$ cat src/rtl/clk_div_prog.sv
// clk_div_prog: runtime-programmable integer clock divider with 50% duty for odd and
// even divisors.
//
// A posedge counter runs 0..N-1 and drives pos_q high for the first H = ceil(N/2)
// counts. A negedge copy (neg_q) stretches the low phase by half a source cycle for
// odd N, so clk_o = pos_q & neg_q there. For even N, clk_o = pos_q.
//
// Ports:
//   clk        source clock; both edges are used internally
//   rst        asynchronous reset, active-high
//   en         run request, sampled on posedge clk; only honoured at a period boundary
//   div_load   one-cycle strobe requesting a divisor change to div_i
//   div_i      requested divisor (legal range 2 .. 2**DIV_W-1)
//   div_busy   high while an accepted load waits to be applied
//   div_err    one-cycle pulse when a load is rejected (div_i < 2)
//   div_active divisor currently in use
//   tick_o     one-cycle pulse (posedge domain) at the start of each output period
//   clk_o      divided clock
module clk_div_prog #(
    parameter int unsigned DIV_W       = 8,
    parameter int unsigned DEFAULT_DIV = 3
) (
    input  logic             clk,
    input  logic             rst,
    input  logic             en,
    input  logic             div_load,
    input  logic [DIV_W-1:0] div_i,
    output logic             div_busy,
    output logic             div_err,
    output logic [DIV_W-1:0] div_active,
    output logic             tick_o,
    output logic             clk_o
);

    localparam logic [DIV_W-1:0] DefDiv = DIV_W'(DEFAULT_DIV);
    localparam logic             DefOdd = DefDiv[0];

    typedef enum logic [0:0] {StIdle, StRun} state_e;

    state_e           state_q, state_d;
    logic [DIV_W-1:0] cnt_q, cnt_d;
    logic [DIV_W-1:0] n_q, n_d;
    logic [DIV_W-1:0] pend_val_q, pend_val_d;
    logic             pend_q, pend_d;
    logic             pos_q, pos_d;
    logic             neg_q;
    logic             tick_q, tick_d;
    logic             err_q, err_d;
    logic             odd_q, odd_d;

    logic [DIV_W-1:0] cnt_inc;
    logic [DIV_W-1:0] half_n;
    logic             wrap;
    logic             apply;

    assign cnt_inc = cnt_q + DIV_W'(1);
    // H = ceil(N/2) without needing an extra bit for N = 2**DIV_W-1.
    assign half_n  = (n_q >> 1) + {{(DIV_W-1){1'b0}}, n_q[0]};
    assign wrap    = (state_q == StRun) && (cnt_q == n_q - DIV_W'(1));
    // A pending divisor lands only where pos_q and neg_q are both low (wrap or idle),
    // so swapping N and the odd/even select there cannot produce a runt pulse.
    assign apply   = pend_q && ((state_q == StIdle) || wrap);

    always_comb begin
        state_d    = state_q;
        cnt_d      = cnt_q;
        pos_d      = pos_q;
        tick_d     = 1'b0;
        n_d        = n_q;
        odd_d      = odd_q;
        pend_d     = pend_q;
        pend_val_d = pend_val_q;
        err_d      = 1'b0;

        if (apply) begin
            n_d    = pend_val_q;
            odd_d  = pend_val_q[0];
            pend_d = 1'b0;
        end

        // A load arriving on the apply edge becomes the next pending value.
        if (div_load) begin
            if (div_i >= DIV_W'(2)) begin
                pend_d     = 1'b1;
                pend_val_d = div_i;
            end else begin
                err_d = 1'b1;
            end
        end

        unique case (state_q)
            StIdle: begin
                cnt_d = '0;
                pos_d = 1'b0;
                if (en) begin
                    state_d = StRun;
                    pos_d   = 1'b1;
                    tick_d  = 1'b1;
                end
            end
            StRun: begin
                if (wrap) begin
                    cnt_d = '0;
                    if (en) begin
                        pos_d  = 1'b1;
                        tick_d = 1'b1;
                    end else begin
                        state_d = StIdle;
                        pos_d   = 1'b0;
                    end
                end else begin
                    cnt_d = cnt_inc;
                    pos_d = (cnt_inc < half_n);
                end
            end
            default: begin
                state_d = StIdle;
                cnt_d   = '0;
                pos_d   = 1'b0;
            end
        endcase
    end

    always_ff @(posedge clk or posedge rst) begin
        if (rst) begin
            state_q    <= StIdle;
            cnt_q      <= '0;
            pos_q      <= 1'b0;
            tick_q     <= 1'b0;
            n_q        <= DefDiv;
            odd_q      <= DefOdd;
            pend_q     <= 1'b0;
            pend_val_q <= DefDiv;
            err_q      <= 1'b0;
        end else begin
            state_q    <= state_d;
            cnt_q      <= cnt_d;
            pos_q      <= pos_d;
            tick_q     <= tick_d;
            n_q        <= n_d;
            odd_q      <= odd_d;
            pend_q     <= pend_d;
            pend_val_q <= pend_val_d;
            err_q      <= err_d;
        end
    end

    // Half-cycle delayed copy of pos_q; only affects clk_o for odd N.
    always_ff @(negedge clk or posedge rst) begin
        if (rst) begin
            neg_q <= 1'b0;
        end else begin
            neg_q <= pos_q;
        end
    end

    assign clk_o      = odd_q ? (pos_q & neg_q) : pos_q;
    assign tick_o     = tick_q;
    assign div_busy   = pend_q;
    assign div_err    = err_q;
    assign div_active = n_q;

endmodule

$ cat config.mk
export PLATFORM = sky130hd
export DESIGN_NAME = clk_div_prog
export DESIGN_NICKNAME = d
export VERILOG_FILES = /design/src/rtl/clk_div_prog.sv
export SDC_FILE = /design/constraint.sdc
export NUM_CORES = 1
export LEC_CHECK = 0
export CORE_MARGIN = 2
export CORE_UTILIZATION = 35
export CTS_CLUSTER_SIZE = 30
export DETAILED_ROUTE_END_ITERATION = 10
export GPL_ROUTABILITY_DRIVEN = 1
export PLACE_DENSITY_LB_ADDON = 0.05
export SLEW_MARGIN = 20
export SYNTH_ARGS = -nofsm -noshare
export SYNTH_HDL_FRONTEND = slang
export SYNTH_SLANG_ARGS = --single-unit
$ cat constraint.sdc
create_clock -name clk -period 3.1 [get_ports clk]
set_clock_uncertainty 0.05 [all_clocks]
set_input_delay 0.31 -clock clk [delete_from_list [all_inputs] [get_ports clk]]
set_output_delay 0.31 -clock clk [all_outputs]
set_load 0.01 [all_outputs]
After elaboration in Yosys (flattened, before gate mapping). Cells that the tools add are included.

Add/subtract/negate cells: 3. Reductions and logical operators: 4. Muxes and demuxes: 15. $lt $le $gt $ge: 2. Bitwise gates (word level): 2. Equal/unequal tests: 1.

Operators by type and width (count): $pmux W8 S2 (1); $mux W1 (10); $add A7 B1 Y8 (1); $add A8 B1 Y8 const B (1); $eq A8 B8 Y1 (1); $ge A8 B2 Y1 const B (1); $lt A8 B8 Y1 (1); $mux W8 (1); $sub A8 B1 Y8 const B (1); $pmux W1 S2 (3); $logic_and A1 B1 Y1 (2); $reduce_and A2 Y1 (1); $and A1 B1 Y1 (1); $logic_or A1 B1 Y1 (1); $not A1 Y1 (1).

Bits of input ports: 12. Register bits after elaboration: 31. Output and inout port bits: 12. Word-level logic and storage cells: 37.

Logic depth before layout (Yosys ltp). Gate-level depths: netlist of run 1.

Word-level depth: 8. Depth in mapped cells: 11. Mapped depth without buffers: 11.

==> results.txt, run 1 <==
N_diodes: 0
Clock Path Buffers: 2
Combinational share of power: 4.9%
Cell Rows: 25
Clock buffer count from CTS: 5
Sw frac: 22.86%
Max-cap check violation count: 0
Remaining Overflow, GRT: 0
Clock sink count: 30
Sequential share of power: 52.5%
Chip Height: 75.17 um
YS warnings: 0
CP arrival: 2590 ps
PwrDens: 367.2 nW/um^2
Final net count: 220
Avg Cell Area, Syn: 10.07 um^2
Detail Placement HPWL: 2927 um
Die area: 5651 um^2
Largest net degree at the start of global routing: 30
Crit path launch: neg_q
Worst Hold Class: input pin to async pin
Syn Nets: 199
ANT nets after route: 0
Synth cell types: 44
Core area: 4817 um^2
Clock power frac: 42.6%
WS Path Type: register to primary output
NetSw: 0.0001779 W
Seq/Total Area, Yosys: 42.63%
Critical Path End Type: primary output
First-pass GRT wire length: 6872 um
Cells after DPL: 257
CTS H-Tree Depth: 2
Post-synth ARST share: 100.0%
Reg2reg start: div_active[0]
Area grow syn2layout: 19.55%
Setup violators final: 0
Routed via count: 1326
Layout cells sized above 1: 11.62%
Leakage: 0.9395 nW
DRC viols: 0
Maximum fanout along the worst path: 1
Fin. max-slew vios: 0
Clock Tree Root: clkbuf_8
RSZ-0062 raised after global routing: false
DR pass1 iterations: 4
Synth Flop Type: dfrtp_1
WP data required: 2740 ps
Vias in the first global route: 1343
Buffers on Ports: 23
Post-synth EDFFs: 0
DR vias/cell: 5.004
Final hold vios: 0
Cell area after synthesis: 1773 um^2
Worst-margin pin slew: 408.8 ps
Iter 0 DRT Violations: 80
Crit path launch type: register
Cells after Synth: 176
Horiz. Die Dim: 75.17 um
CTS tree: yes
WL/cell: 15.22 um
Status: completed
Synthesis-stage register bit count: 30
Io pins: 24
Non-filler cells, final: 265
WL final: 4034 um
VDD IR max: 0.0002408 V
Starting Density: 36.81%
Worst skew pair latency: 280 ps
Initial antenna violation count: 0
GRT Total Usage: 16.43%
Clk slew on worst S/H paths: 70 ps
Internal power: 0.0006004 W
Worst rel slew slack: 72.04%
GP Congestion: 0.8362
Final TNS setup: 0 ps
## final timing paths
path / to / slack [ps] / depth (start not counted)
hold reg to reg: pend_val_q[1] / 420 / 2
hold / removal: tick_o / 380 / 3
setup / recovery: clk_o / 150 / 2
min in group clk: pend_val_q[1] / 420 / 2
max in group asynchronous: neg_q / 1320 / 2
setup reg to reg: pos_q / 230 / 11
## repair_timing
item | in CTS | in global routing
hold buffers | 0 | 0
buffers inserted | 0 | 0
endpoints found under the hold margin | 0 | 0
setup endpoints to repair | 1 | 0
resized for setup | 1 | 0
## layer usage
metal / track usage [%] / share of wire [%] / up-vias
met3: 4.284 / 3.2 / 5
met4: 5.263 / 1.3 / 0
met5: 0 / 0 / -
met2: 23.49 / 45 / 19
li1: - / - / 656
met1: 24.25 / 51 / 646
## power by group through the flow
| stage | sequential (W) | clock (W) | combinational (W) |
|---|---|---|---|
| 2_1_floorplan | 0.000414 | 0 | 0.0000182 |
| 3_3_place_gp | 0.000416 | 0 | 0.0000380 |
| 3_5_place_dp | 0.000416 | 0 | 0.0000392 |
| 4_1_cts | 0.000409 | 0.000346 | 0.0000392 |
| 5_1_grt | 0.000410 | 0.000371 | 0.0000428 |
| 6_report | 0.000409 | 0.000332 | 0.0000378 |
## cells in the mapped netlist, drive strengths merged (3+ instances only)
master | count | area [um^2]
dfrtp | 25 | 625.6
nand2 | 23 | 86.33
ha | 11 | 137.6
and2 | 10 | 65.06
xor2 | 10 | 87.58
xnor2 | 9 | 78.83
a32o | 8 | 80.08
buf | 8 | 68.81
nand3 | 7 | 35.03
nor2 | 7 | 26.28
inv | 6 | 22.52
nor2b | 6 | 37.54
a21oi | 4 | 20.02
dfstp | 4 | 105.1
clkbuf | 3 | 12.51
nand2b | 3 | 18.77
nor4 | 3 | 18.77
o21ai | 3 | 15.01
## layout make-up
| type | count | area (um^2) |
|---|---|---|
| clock buffers | 6 | 82.58 |
| well taps | 67 | 83.83 |
| fillers | 497 | 2698 |
| flip-flops and latches | 30 | 755.7 |
| multi-input cells | 129 | 918.4 |
| inverters | 6 | 22.52 |
| clock inverters | 2 | 12.51 |
| repair buffers | 25 | 244.0 |
## worst max-delay path: stages (launching register included)
cell,delay (ps)
dfrtn_1,320
o21a_1,150
dlygate4sd2_1,280
## kinds of logic after synthesis
group	count (synthesis)	synth area share, %
and+or+nand+nor	71	21.10
DFF	30	42.62
AOI/OAI and AO/OA	25	11.43
xor gates and xnor gates	19	9.386
buffers and inverters	17	5.857
adders and majority gates	11	7.763
muxes	3	1.835
## layout by cell type (no fill, tap or decap), types with 2 or more instances in the layout
cell	netlist	layout
a21oi_1	4	4
a221o_1	2	2
a32o_1	8	8
and2_1	8	8
and2_2	2	2
buf_4	4	2
clkbuf_8	0	6
clkdlybuf4s50_1	0	22
dfrtp_1	25	25
dfstp_2	4	4
ha_1	11	11
inv_1	6	6
mux2_2	2	2
nand2_1	23	23
nand2b_1	3	3
nand3_1	7	7
nand4_1	2	2
nor2_1	7	7
nor2b_1	6	6
nor3_1	2	2
nor4_1	3	3
o21ai_0	3	3
xnor2_1	9	9
xor2_1	10	10
## state kept, by name, indices dropped and copies added, names as in the netlist
| register | count |
|---|---|
| cnt_q | 8 |
| div_active | 8 |
| div_busy | 1 |
| div_err | 1 |
| neg_q | 1 |
| pend_val_q | 8 |
| pos_q | 1 |
| state_q | 1 |
| tick_o | 1 |
## per-stage QoR
| stage | power (W) | area [um^2] | util [%] | hold slack (ps) | setup slack [ps] |
|---|---|---|---|---|---|
| finish | 0.0007784 | 2120 | 44.00 | 384.6 | 152.8 |
| global route | 0.0008229 | 2120 | 44.00 | 430.3 | 72.88 |
| CTS | 0.0007937 | 2120 | 44.00 | 398.4 | 137.7 |
| detailed placement | 0.0004552 | 2026 | 42.05 | 414.2 | 188.0 |
| global placement | 0.0004537 | 2026 | 42.05 | 408.3 | 189.2 |
| floorplan | 0.0004320 | 1773 | - | 347.8 | 521.9 |
Note: power is estimated with default switching activity, not from simulation.
==> inputs of run 2 (changes only) <==
--- a/config.mk
+++ b/config.mk
@@ -11,7 +11,7 @@
 export DETAILED_ROUTE_END_ITERATION = 10
 export GPL_ROUTABILITY_DRIVEN = 1
 export PLACE_DENSITY_LB_ADDON = 0.05
-export SLEW_MARGIN = 20
+export SLEW_MARGIN = 30
 export SYNTH_ARGS = -nofsm -noshare
 export SYNTH_HDL_FRONTEND = slang
 export SYNTH_SLANG_ARGS = --single-unit
==> results of run 2 <==
No change in the layout: final DEF, timing and power equal those of run 1.
==> inputs of run 3 (changes only) <==
--- a/config.mk
+++ b/config.mk
@@ -6,7 +6,7 @@
 export NUM_CORES = 1
 export LEC_CHECK = 0
 export CORE_MARGIN = 2
-export CORE_UTILIZATION = 35
+export CORE_UTILIZATION = 50
 export CTS_CLUSTER_SIZE = 30
 export DETAILED_ROUTE_END_ITERATION = 10
 export GPL_ROUTABILITY_DRIVEN = 1
==> run 3 against run 2 <==
Against the previous run:
- routed wire length is 6.2% lower
- clock-buffer cell count unchanged
- flip-flop and latch count unchanged
- utilization increased by 19 points
- clock power is 27% higher
- first-iteration DRC count shrank 18%
- cell count fell by 7.9%
- critical path depth unchanged
- power grew 12%
- setup slack worse by 51 ps
- die area fell by 29%
- non-clock buffer count did not move
- highest routed layer unchanged
==> results.txt, run 3 (synthesis results as in run 1) <==
Status: completed (unchanged)
VDD IR max: 0.0003200 V (was 0.0002408 V)
Initial antenna violation count: 0 (unchanged)
Met1 WL: 1900 um (was 2047 um)
Crit-path max cell delay: 330 ps (was 320 ps)
Setup Slack @ Placement: 195.8 ps (was 188.0 ps)
Crit path launch type: register (unchanged)
DRC viols: 0 (unchanged)
Io pins: 24 (unchanged)
PwrDens: 411.7 nW/um^2 (was 367.2 nW/um^2)
Core area: 3363 um^2 (was 4817 um^2)
CP arrival: 2640 ps (was 2590 ps)
WL final: 3782 um (was 4034 um)
Final net count: 220 (unchanged)
DR vias/cell: 5.504 (was 5.004)
Vias in the first global route: 1325 (was 1343)
GRT Total Usage: 21.22% (was 16.43%)
Final hold vios: 0 (unchanged)
Horiz. Die Dim: 63.55 um (was 75.17 um)
N_diodes: 0 (unchanged)
Worst rel slew slack: 70.76% (was 72.04%)
ANT nets after route: 0 (unchanged)
Clock power frac: 48.7% (was 42.6%)
Hold WS: 319.1 ps (was 384.6 ps)
Largest net degree at the start of global routing: 30 (unchanged)
Post-CTS Setup Inserts: 0 (unchanged)
RSZ-0062 raised after global routing: false (unchanged)
CP Cell Sequence: o21a_1 -> dlygate4sd2_1 (unchanged)
Clock sink count: 30 (unchanged)
Worst-margin pin slew: 434.6 ps (was 408.8 ps)
WP buf/inv: 1 (unchanged)
Max-cap check violation count: 0 (unchanged)
Sequential share of power: 47.0% (was 52.5%)
Routed via count: 1343 (was 1326)
Crit. path cell count: 2 (unchanged)
Iter 0 DRT Violations: 66 (was 80)
Final TNS setup: 0 ps (unchanged)
Critical Path End Type: primary output (unchanged)
Cell Rows: 21 (was 25)
Sw frac: 20.01% (was 22.86%)
Worst Hold Class: input pin to async pin (unchanged)
First-pass GRT wire length: 6610 um (was 6872 um)
Met2 routed WL: 1733 um (was 1802 um)
Most frequent cells in the layout: 25 x dfrtp_1, 23 x nand2_1, 22 x clkdlybuf4s50_1, 11 x ha_1, 10 x xor2_1 (unchanged)
Internal power: 0.0006951 W (was 0.0006004 W)
Leading cell type in the layout, fill and taps excluded: dfrtp_1 (unchanged)
WS Path Type: register to primary output (unchanged)
Die area: 4038 um^2 (was 5651 um^2)
Worst skew pair latency: 330 ps (was 280 ps)
CTS tree: yes (unchanged)
Setup slack after layout: 102.2 ps (was 152.8 ps)
Clock Path Buffers: 2 (unchanged)
CTS H-Tree Depth: 2 (unchanged)
Starting Density: 52.72% (was 36.81%)
Combinational share of power: 4.4% (was 4.9%)
Top delay family on crit path: flip-flops (unchanged)
DR top layer: met4 (unchanged)
Buffers on Ports: 23 (unchanged)
Area grow syn2layout: 19.05% (was 19.55%)
Clk slew on worst S/H paths: 100 ps (was 70 ps)
Metal3 WL: 114 um (was 131 um)
Clock buffer count from CTS: 5 (unchanged)
WP data required: 2740 ps (about the same)
Hold_buf cts: 0 (unchanged)
DR pass1 iterations: 4 (unchanged)
Layout cells sized above 1: 11.62% (unchanged)
Leakage: 0.9508 nW (was 0.9395 nW)
WL/cell: 15.50 um (was 15.22 um)
Setup violators final: 0 (unchanged)
Post-layout util: 62.76% (was 44.00%)
NetSw: 0.0001739 W (was 0.0001779 W)
Maximum fanout along the worst path: 1 (unchanged)
Fin. max-slew vios: 0 (unchanged)
Remaining Overflow, GRT: 0 (unchanged)
Layout fillers: 299 (was 497)
Worst R2R Path Depth: 11 (unchanged)
Detail Placement HPWL: 2681 um (was 2927 um)
Critical path's slowest cell: dfrtn_1 (unchanged)
Clock Tree Root: clkbuf_4 (was clkbuf_8)
GP Congestion: 0.7928 (was 0.8362)
Chip Height: 63.55 um (was 75.17 um)
run 3: cell count changes in the layout (fill, tap and decap cells not counted), sizes merged:
cell      change
clkinv        -1
clkinvlp      -1
bufinv        +2
run 3: power groups by stage:
| stage | Clock [W] | Combinational (W) | Sequential (W) |
|---|---|---|---|
| 6_report | 0.000423 | 0.0000381 | 0.000408 |
| 5_1_grt | 0.000443 | 0.0000435 | 0.000409 |
| 4_1_cts | 0.000428 | 0.0000388 | 0.000408 |
| 3_5_place_dp | 0 | 0.0000388 | 0.000416 |
| 3_3_place_gp | 0 | 0.0000374 | 0.000415 |
| 2_1_floorplan | 0 | 0.0000182 | 0.000414 |
run 3: worst reg2reg max path: stages (launching register included):
cell and delay [ps]:
dfstp_2 610, ha_1 220, ha_1 190, and3_2 210, nand3_1 90, xor2_1 170, ha_1 310, and4_1 200
o21ai_0 70, a21oi_1 70, a2111oi_1 340, mux2_2 220
run 3: path summary, 6_finish.rpt:
kind | start | endpoint | slack, ps
min | rst | cnt_q[3] | 320
max in group asynchronous | rst | neg_q | 1360
min in group clk | pend_val_q[1] | pend_val_q[1] | 420
min reg2reg | pend_val_q[1] | pend_val_q[1] | 420
max | neg_q | clk_o | 100
max reg2reg | div_active[0] | pos_q | 290
run 3: layer usage:
metal  global-route usage, %  up-vias
li1                        -      654
met1                   30.09      662
met2                   31.84       23
met3                   4.821        4
met4                   7.337        0
met5                       0        -
run 3: per-stage QoR:
| stage | instances | instance area, um^2 | power, W |
|---|---|---|---|
| after global placement | 236 | 1999 | 0.0004528 |
| after CTS | 244 | 2110 | 0.0008747 |
| after detailed placement | 236 | 1999 | 0.0004543 |
| final | 244 | 2111 | 0.0008690 |
| after global routing | 244 | 2111 | 0.0008963 |
| after floorplan | 176 | 1773 | 0.0004320 |
run 3: layout make-up:
type | count | area, um^2 | share of cell area [%]
well taps | 46 | 57.56 | 2.727
flip-flops and latches | 30 | 755.7 | 35.80
clock buffers | 6 | 51.30 | 2.430
repair buffers | 25 | 244.0 | 11.56
inverters | 6 | 22.52 | 1.067
multi-input cells | 129 | 919.6 | 43.57
clock inverters | 2 | 60.06 | 2.845
run 3: what timing repair did:
item                                    in CTS  in global routing
endpoints found under the setup margin       1                  1
gates resized for setup                      1                  1
pin swaps                                    0                  0
cloned                                       0                  0
endpoints found under the hold margin        0                  0
